[src/rtl/lsu_pkg.sv]
// Shared definitions for the load/store unit: funct3 codes, FSM encoding,
// lane-size helpers, the captured-request payload and the access error check.
package lsu_pkg;

  localparam int unsigned XLEN          = 32;
  localparam int unsigned F3_W          = 3;
  localparam int unsigned DEF_MEM_WORDS = 256;

  // RV32I load funct3
  localparam logic [F3_W-1:0] F3_LB  = 3'b000;
  localparam logic [F3_W-1:0] F3_LH  = 3'b001;
  localparam logic [F3_W-1:0] F3_LW  = 3'b010;
  localparam logic [F3_W-1:0] F3_LBU = 3'b100;
  localparam logic [F3_W-1:0] F3_LHU = 3'b101;
  // RV32I store funct3
  localparam logic [F3_W-1:0] F3_SB  = 3'b000;
  localparam logic [F3_W-1:0] F3_SH  = 3'b001;
  localparam logic [F3_W-1:0] F3_SW  = 3'b010;

  // Access size lives in funct3[1:0]; funct3[2] marks an unsigned load.
  localparam logic [1:0] SIZE_BYTE = 2'b00;
  localparam logic [1:0] SIZE_HALF = 2'b01;
  localparam logic [1:0] SIZE_WORD = 2'b10;

  typedef enum logic [1:0] {
    ST_IDLE   = 2'd0,
    ST_LOAD   = 2'd1,
    ST_RMW_RD = 2'd2,
    ST_WRITE  = 2'd3
  } lsu_state_t;

  // Request payload held for the duration of an access.
  typedef struct packed {
    logic [F3_W-1:0] funct3;
    logic [XLEN-1:0] addr;
    logic [XLEN-1:0] data;
  } lsu_txn_t;

  // Misaligned, unsupported funct3 for the direction, or beyond the memory.
  function automatic logic access_err(input logic            write,
                                      input logic [F3_W-1:0] funct3,
                                      input logic [XLEN-1:0] addr,
                                      input int unsigned     mem_words);
    logic f3_ok;
    logic misaligned;
    logic out_of_range;
    if (write) f3_ok = funct3 inside {F3_SB, F3_SH, F3_SW};
    else       f3_ok = funct3 inside {F3_LB, F3_LH, F3_LW, F3_LBU, F3_LHU};
    misaligned   = ((funct3[1:0] == SIZE_HALF) && addr[0]) ||
                   ((funct3[1:0] == SIZE_WORD) && (addr[1:0] != 2'b00));
    out_of_range = addr >= XLEN'(4 * mem_words);
    return !f3_ok || misaligned || out_of_range;
  endfunction

endpackage

[src/rtl/lsu_lane_align.sv]
// Combinational lane logic for the load/store unit.
//  funct3     in  3   access funct3 (size in [1:0], unsigned in [2])
//  byte_off   in  2   addr[1:0] of the access
//  word       in  32  word read from memory
//  wdata      in  32  store data (low lanes for SB/SH)
//  load_data  out 32  extracted and sign/zero-extended load result
//  store_word out 32  memory word with the addressed lane replaced
module lsu_lane_align
  import lsu_pkg::*;
(
  input  logic [F3_W-1:0] funct3,
  input  logic [1:0]      byte_off,
  input  logic [XLEN-1:0] word,
  input  logic [XLEN-1:0] wdata,
  output logic [XLEN-1:0] load_data,
  output logic [XLEN-1:0] store_word
);

  logic [7:0]  byte_sel;
  logic [15:0] half_sel;
  logic        signed_ld;

  // Load: pick the lane and extend.
  always_comb begin
    byte_sel  = word[{byte_off, 3'b000} +: 8];
    half_sel  = byte_off[1] ? word[31:16] : word[15:0];
    signed_ld = ~funct3[2];
    case (funct3[1:0])
      SIZE_BYTE: load_data = {{24{signed_ld & byte_sel[7]}}, byte_sel};
      SIZE_HALF: load_data = {{16{signed_ld & half_sel[15]}}, half_sel};
      default:   load_data = word;
    endcase
  end

  // Store: merge the new lane into the existing word.
  always_comb begin
    store_word = word;
    case (funct3[1:0])
      SIZE_BYTE: store_word[{byte_off, 3'b000} +: 8] = wdata[7:0];
      SIZE_HALF: begin
        if (byte_off[1]) store_word[31:16] = wdata[15:0];
        else             store_word[15:0]  = wdata[15:0];
      end
      default:   store_word = wdata;
    endcase
  end

endmodule

[src/rtl/load_store_unit.sv]
// Memory-stage access controller for RV32I loads/stores to a word-only memory.
//  clk, rst_n                   clock, async active-low reset
//  req_valid/req_ready          request handshake (ready only when idle)
//  req_write/funct3/addr/wdata  request payload, captured on acceptance
//  rsp_valid/rsp_rdata/rsp_err  one-cycle completion pulse with result/error
//  mem_addr/mem_write_data      word address and write word to memory
//  mem_read/mem_write           memory enables, decoded from state
//  mem_read_data                combinational memory read word
module load_store_unit
  import lsu_pkg::*;
#(
  parameter int unsigned MEM_WORDS = DEF_MEM_WORDS
) (
  input  logic            clk,
  input  logic            rst_n,
  input  logic            req_valid,
  output logic            req_ready,
  input  logic            req_write,
  input  logic [F3_W-1:0] req_funct3,
  input  logic [XLEN-1:0] req_addr,
  input  logic [XLEN-1:0] req_wdata,
  output logic            rsp_valid,
  output logic [XLEN-1:0] rsp_rdata,
  output logic            rsp_err,
  output logic [XLEN-1:0] mem_addr,
  output logic [XLEN-1:0] mem_write_data,
  output logic            mem_read,
  output logic            mem_write,
  input  logic [XLEN-1:0] mem_read_data
);

  lsu_state_t      state_q, state_d;
  lsu_txn_t        txn_q, txn_d;
  logic            rsp_valid_d;
  logic            rsp_err_d;
  logic [XLEN-1:0] rsp_rdata_d;
  logic [XLEN-1:0] load_data;
  logic [XLEN-1:0] store_word;

  lsu_lane_align u_align (
    .funct3     (txn_q.funct3),
    .byte_off   (txn_q.addr[1:0]),
    .word       (mem_read_data),
    .wdata      (txn_q.data),
    .load_data  (load_data),
    .store_word (store_word)
  );

  // State and datapath registers.
  always_ff @(posedge clk or negedge rst_n) begin
    if (!rst_n) begin
      state_q   <= ST_IDLE;
      txn_q     <= '0;
      rsp_valid <= 1'b0;
      rsp_err   <= 1'b0;
      rsp_rdata <= '0;
    end else begin
      state_q   <= state_d;
      txn_q     <= txn_d;
      rsp_valid <= rsp_valid_d;
      rsp_err   <= rsp_err_d;
      rsp_rdata <= rsp_rdata_d;
    end
  end

  // Next state and registered response.
  always_comb begin
    state_d     = state_q;
    txn_d       = txn_q;
    rsp_valid_d = 1'b0;
    rsp_err_d   = 1'b0;
    rsp_rdata_d = '0;
    case (state_q)
      ST_IDLE: begin
        if (req_valid) begin
          txn_d.funct3 = req_funct3;
          txn_d.addr   = req_addr;
          txn_d.data   = req_wdata;
          if (access_err(req_write, req_funct3, req_addr, MEM_WORDS)) begin
            rsp_valid_d = 1'b1;
            rsp_err_d   = 1'b1;
          end else if (!req_write) begin
            state_d = ST_LOAD;
          end else if (req_funct3[1:0] == SIZE_WORD) begin
            state_d = ST_WRITE;
          end else begin
            state_d = ST_RMW_RD;
          end
        end
      end
      ST_LOAD: begin
        rsp_valid_d = 1'b1;
        rsp_rdata_d = load_data;
        state_d     = ST_IDLE;
      end
      ST_RMW_RD: begin
        // Merged word replaces the store data so WRITE handles all stores alike.
        txn_d.data = store_word;
        state_d    = ST_WRITE;
      end
      ST_WRITE: begin
        rsp_valid_d = 1'b1;
        state_d     = ST_IDLE;
      end
      default: state_d = ST_IDLE;
    endcase
  end

  assign req_ready      = (state_q == ST_IDLE);
  assign mem_read       = (state_q == ST_LOAD) || (state_q == ST_RMW_RD);
  assign mem_write      = (state_q == ST_WRITE);
  assign mem_addr       = {txn_q.addr[XLEN-1:2], 2'b00};
  assign mem_write_data = txn_q.data;

endmodule
[config.mk]
export PLATFORM = sky130hd
export DESIGN_NAME = load_store_unit
export DESIGN_NICKNAME = d
export VERILOG_FILES = /design/src/rtl/lsu_pkg.sv /design/src/rtl/lsu_lane_align.sv /design/src/rtl/load_store_unit.sv
export SDC_FILE = /design/constraint.sdc
export NUM_CORES = 1
export LEC_CHECK = 0
export CORE_MARGIN = 3
export CORE_UTILIZATION = 35
export DETAILED_ROUTE_END_ITERATION = 10
export SKIP_CTS_REPAIR_TIMING = 1
export SLEW_MARGIN = 10
export SYNTH_ARGS = -nofsm -noshare
export SYNTH_HDL_FRONTEND = slang
export SYNTH_HIERARCHICAL = 1
export SYNTH_SLANG_ARGS = --single-unit
export TNS_END_PERCENT = 100
[constraint.sdc]
create_clock -name clk -period 3.7 [get_ports clk]
set_clock_uncertainty 0.15 [all_clocks]
set_input_delay 0.74 -clock clk [delete_from_list [all_inputs] [get_ports clk]]
set_output_delay 0.74 -clock clk [all_outputs]
set_load 0.01 [all_outputs]
==> flow_metrics.py, run 1 <==
metrics = {
    "outcome": {
        "outcome": "finished, final reports clean",
    },
    "final_layout": {
        "num-fill-cells": 1638,
        "drive_above_1_share": 0.0981,
        "multi_input_area_um2": 3090,
        "finalInstanceArea_um2": 8360,
        "final_nets": 892,
        "stdcell_count": 1010,
        "layout_common_cells": "clkdlybuf4s50_1, dfrtp_1, nand2_1, o21ai_0, mux2i_1",
        "diodes": 0,
        "final_common_cell": "clkdlybuf4s50_1",
        "seqCellArea_um2": 2580,
        "area_growth_syn_to_layout_pct": 31.0,
    },
    "critical_path": {
        "crit_path_end_kind": "flip-flop",
        "path_cells": "inv_1, ha_1, or4bb_1, nor3_2, a221oi_1, o21ai_0, mux2i_1, o21ai_0",
        "cpMostUsedCell": "o21ai_0",
        "start_kind": "flip-flop",
        "cpPeakStageDelay_ns": 0.63,
        "critical_path_class": "reg2reg",
        "slowest_stage": "nor3_2",
        "crit_required_ns": 3.82,
        "crit_fanout": 10,
        "worstPathArrival_ns": 3.10,
    },
    "place": {
        "gp_congestion": 0.933,
        "place_area_um2": 8060,
        "dp_hpwl_um": 15400,
        "port_buffers": 201,
        "place_inst": 994,
    },
    "power": {
        "seqPwrFrac": 0.427,
        "cellPowerDensity_nw_per_um2": 363,
        "internal_power_uw": 2080,
        "switching_share": 0.316,
        "vdd_drop_max_v": 0.000237,
        "leakagePower_uw": 0.00344,
        "switchingPower_uw": 958,
        "clkPwrFrac": 0.316,
        "comb_power_share": 0.257,
    },
    "timing": {
        "worst_pin_slew_ns": 1.08,
        "setup_tns_ns": 0,
        "relSlewSlack": 0.277,
        "setup_viol": 0,
        "drv_slew": 0,
        "final-hold-violation-count": 0,
        "min_period_ns": 2.98,
        "rsz0062_at_grt": "no",
        "fmax_mhz": 336,
        "fin_crit_sh": 0.805,
    },
    "detailed_routing": {
        "vias": 5488,
        "dr.pass1.iters": 5,
        "drtIter0Drc": 515,
        "drt-total-wl_um": 20600,
        "drc": 0,
        "antenna_left": 0,
        "wl_per_cell_um": 20.4,
        "avgViaCountPerCell": 5.43,
    },
    "flow_run": {
        "cap_viol_max_count": 0,
    },
    "clock_tree": {
        "clk_pin_slew_worst_paths_ns": 0.08,
        "clockBufferDepth": 2,
        "clock_latency_ns": 0.36,
        "htree_num_levels": 3,
        "cts_sinks": 103,
        "root_buffer": "clkbuf_16",
        "cts_buffers": 9,
        "cts_tree": "yes",
    },
    "logic_synthesis": {
        "synth_seq_area_share": 0.404,
        "synth_area_um2": 6390,
        "yosysTopAreaCell": "dfrtp_1",
        "netlist_instances": 667,
        "synth_cell_type_count": 50,
        "yosys_warnings": 6,
        "synth.avg_cell_area_um2": 9.57,
        "ys_seq_elements": 103,
        "synth_area_leaders": "dfrtp_1, mux2i_1, buf_4, mux2_2, nand2_1",
        "synth.top_cell.area_share": 0.404,
    },
    "grt": {
        "grt_pass1_wl_um": 31300,
        "grt_pass1_vias": 5410,
        "gr-usage-all-layers": 0.205,
        "antenna_found_initial": 0,
        "grt_max_degree": 85,
        "grt_overflow": 0,
    },
    "die": {
        "die-width_um": 141,
        "initial_core_util": 0.363,
        "dieArea_um2": 19900,
        "core_area_um2": 17600,
        "fp-row-count": 48,
        "num_io_pins": 204,
        "dieHeight_um": 141,
    },
    "worst_hold_path": {
        "hold_path_class": "reg2reg",
    },
}
## flip-flops by register name, summed over array words and instances (netlist names)
register,count
rsp_rdata,32
state_q,2
rsp_valid,1
rsp_err,1
mem_write_data,32
mem_addr,30
txn_q,5
## power by group through the flow
stage	clock network, µW	registers (µW)	logic, µW
after detailed placement	0	1320	777
after global placement	0	1310	765
after CTS	994	1290	781
after global routing	1050	1310	846
after floorplan	0	1260	510
final	958	1290	781
## kinds of logic (layout without fill, tap and decap cells)
logic type | after synthesis | after routing | share of synthesized area
other cells | 1 | 2 | 0.000587
mux | 88 | 88 | 0.145
buf+inv | 119 | 236 | 0.116
fa+ha+maj | 9 | 9 | 0.0176
compound gates | 167 | 167 | 0.171
flops | 103 | 103 | 0.404
simple gates | 180 | 180 | 0.146
## per-stage QoR
step	utilization	total power, µW	hold WS [ns]	setup WS (ns)
after floorplan	-	1770	0.294	1.11
after global placement	0.458	2080	0.339	0.638
after detailed placement	0.458	2090	0.343	0.598
after CTS	0.475	3070	0.365	0.802
after global routing	0.475	3200	0.384	0.532
final	0.475	3030	0.361	0.723
## worst max-delay path: cells and delay by family, from the launching register on
family                   cells  cell delay [ns]
AND/OR/NAND/NOR              2             1.06
flip-flops                   1             0.55
AO/OA/AOI/OAI                3             0.48
adder cells (fa/ha/maj)      1             0.36
buffers and inverters        1             0.19
multiplexers                 1             0.10
## cell usage after synthesis, drive strengths merged
library cell / number
a211o: 5
a21o: 5
a21oi: 40
a221o: 16
a221oi: 7
a222oi: 4
a22o: 13
a22oi: 7
a31oi: 4
a32o: 1
and2: 33
and2b: 1
and3b: 1
and4: 1
buf: 83
clkbuf: 26
conb: 1
dfrtp: 103
ha: 9
inv: 10
mux2: 35
mux2i: 53
nand2: 83
nand2b: 8
nand3: 2
nand4: 2
nor2: 15
nor2b: 7
nor3: 4
nor3b: 7
nor4: 7
nor4b: 1
o21ai: 61
o21bai: 2
o311ai: 1
o32ai: 1
or2: 4
or3: 1
or4: 2
or4bb: 1
## routing by layer
metal	track usage	vias to the layer above	wire [µm]	share of wire
met3	0.0607	27	1890	0.092
met4	0.0643	0	424	0.021
li1	-	2530	-	-
met5	0	-	0	0
met2	0.329	294	9650	0.47
met1	0.265	2637	8620	0.42
## area by class of cell
cell class,instances,area share
Multi-Input combinational cell,446,0.369
Sequential cell,103,0.308
Timing Repair Buffer,210,0.248
Tap cell,225,0.0337
Clock buffer,9,0.0269
Clock inverter,7,0.00927
Inverter,10,0.00449
## path summary, 6_finish.rpt
check	cells after the start	startpoint	end	slack, ns
worst max register to register	8	txn_q[32]	mem_write_data[17]	0.72
worst min register to register	1	mem_addr[7]	mem_addr[7]	0.36
worst max-delay path	8	txn_q[32]	mem_write_data[17]	0.72
min in group asynchronous	1	rst_n	rsp_rdata[12]	0.43
max in group asynchronous	2	rst_n	mem_addr[20]	2.08
worst min-delay path	1	mem_addr[7]	mem_addr[7]	0.36
(Power assumes the default switching activity.)
==> run 2: changes to the inputs <==
- clock period: 3.7 -> 2.75 ns (I/O delays scaled with it)
==> flow_metrics.py, run 2 (same netlist as run 1, synthesis figures left out) <==
metrics = {
    "clock_tree": {
        "clockBufferDepth": 2,
        "htree_num_levels": 3,
        "clk_pin_slew_worst_paths_ns": 0.07,
        "cts_tree": "yes",
        "cts_sinks": 103,
        "cts_buffers": 9,
        "clock_latency_ns": 0.35,
        "root_buffer": "clkbuf_16",
    },
    "timing": {
        "setup_tns_ns": 0,
        "final-hold-violation-count": 2,
        "setup_viol": 0,
        "rsz0062_at_grt": "no",
        "fin_crit_sh": 0.932,
        "worst_pin_slew_ns": 0.921,
        "holdWs_ns": -0.00268,
        "min_period_ns": 2.56,
        "fmax_mhz": 390,
        "relSlewSlack": 0.383,
        "drv_slew": 0,
    },
    "grt": {
        "grt_pass1_wl_um": 32100,
        "grt_overflow": 0,
        "grt_pass1_vias": 5679,
        "gr-usage-all-layers": 0.208,
        "grt_max_degree": 65,
        "antenna_found_initial": 0,
    },
    "final_layout": {
        "drive_above_1_share": 0.126,
        "final_core_util": 0.489,
        "final_common_cell": "clkdlybuf4s50_1",
        "area_growth_syn_to_layout_pct": 34.9,
        "stdcell_count": 1036,
        "finalInstanceArea_um2": 8610,
        "layout_common_cells": "clkdlybuf4s50_1, dfrtp_1, nand2_1, o21ai_0, mux2i_1",
        "num-fill-cells": 1619,
        "final_nets": 918,
        "diodes": 0,
    },
    "detailed_routing": {
        "dr.pass1.iters": 6,
        "drtIter0Drc": 652,
        "drc": 0,
        "vias": 5618,
        "antenna_left": 0,
        "avgViaCountPerCell": 5.42,
        "drt-total-wl_um": 21100,
        "wl_per_cell_um": 20.4,
    },
    "critical_path": {
        "start_kind": "flip-flop",
        "crit_path_end_kind": "primary output",
        "slowest_stage": "clkdlybuf4s50_1",
        "worstPathArrival_ns": 1.86,
        "cpPeakStageDelay_ns": 0.62,
        "path_cells": "inv_1, ha_1, clkdlybuf4s50_1",
        "critical_path_class": "reg2out",
        "crit_required_ns": 2.05,
        "crit_fanout": 9,
    },
    "place": {
        "dp_hpwl_um": 16400,
        "place_inst": 1020,
        "gp_congestion": 0.968,
        "place_area_um2": 8310,
        "port_buffers": 201,
    },
    "power": {
        "leakagePower_uw": 0.00359,
        "switching_share": 0.299,
        "seqPwrFrac": 0.410,
        "internal_power_uw": 2930,
        "clkPwrFrac": 0.319,
        "switchingPower_uw": 1250,
        "cellPowerDensity_nw_per_um2": 485,
        "vdd_drop_max_v": 0.000322,
        "comb_power_share": 0.271,
    },
    "die": {
        "fp-row-count": 48,
        "dieArea_um2": 19900,
        "num_io_pins": 204,
        "die-width_um": 141,
        "initial_core_util": 0.363,
        "core_area_um2": 17600,
        "dieHeight_um": 141,
    },
    "worst_hold_path": {
        "hold_path_class": "in2async",
    },
    "outcome": {
        "violations": "negative hold slack",
        "outcome": "complete, but fails checks",
    },
    "flow_run": {
        "cap_viol_max_count": 0,
    },
}
-- run 2: worst max-delay path: cells and delay by family, from the launching register on --
kind / cells / cell delay [ns]
fa+ha+maj: 1 / 0.38
buf+inv: 2 / 0.72
flops: 1 / 0.41
-- run 2: metrics by stage --
step                setup slack [ns]  hold WS (ns)  power [µW]
floorplan                      0.156         0.104        2380
global placement             -0.0558         0.339        2840
detailed placement            -0.181         0.344        2870
CTS                            0.160       0.00442        4210
global route                  0.0241        0.0296        4390
finish                         0.187      -0.00268        4180
-- run 2: worst paths after layout --
kind	startpoint	to	slack, ns	depth (start not counted)
hold reg to reg	mem_addr[23]	mem_addr[23]	0.36	1
max in group asynchronous	rst_n	mem_addr[30]	1.78	2
min in group clk	mem_addr[23]	mem_addr[23]	0.36	1
setup reg to reg	txn_q[65]	rsp_rdata[29]	0.20	5
hold / removal	rst_n	rsp_rdata[8]	-0.003	1
setup / recovery	state_q[0]	req_ready	0.19	3
-- run 2: cell type report --
cell class	instances	area, µm²	share of cell area
Sequential cell	103	2580	0.299
Clock buffer	11	243	0.0282
Timing Repair Buffer	236	2320	0.270
Multi-Input combinational cell	446	3090	0.358
Tap cell	225	282	0.0327
Inverter	10	37.5	0.00436
Clock inverter	5	63.8	0.00741
-- run 2: routing by layer --
layer / up-vias / routed length, µm / global-route usage
met4: 0 / 770 / 0.0862
met1: 2650 / 8250 / 0.263
li1: 2579 / - / -
met3: 51 / 2280 / 0.0641
met2: 338 / 9790 / 0.332
met5: - / 0 / 0
-- run 2: power groups by stage --
stage               Clock [µW]  Sequential, µW  Combinational, µW
floorplan                    0            1700                686
global placement             0            1740               1100
detailed placement           0            1740               1120
CTS                       1370            1720               1130
global route              1440            1730               1220
finish                    1330            1720               1130
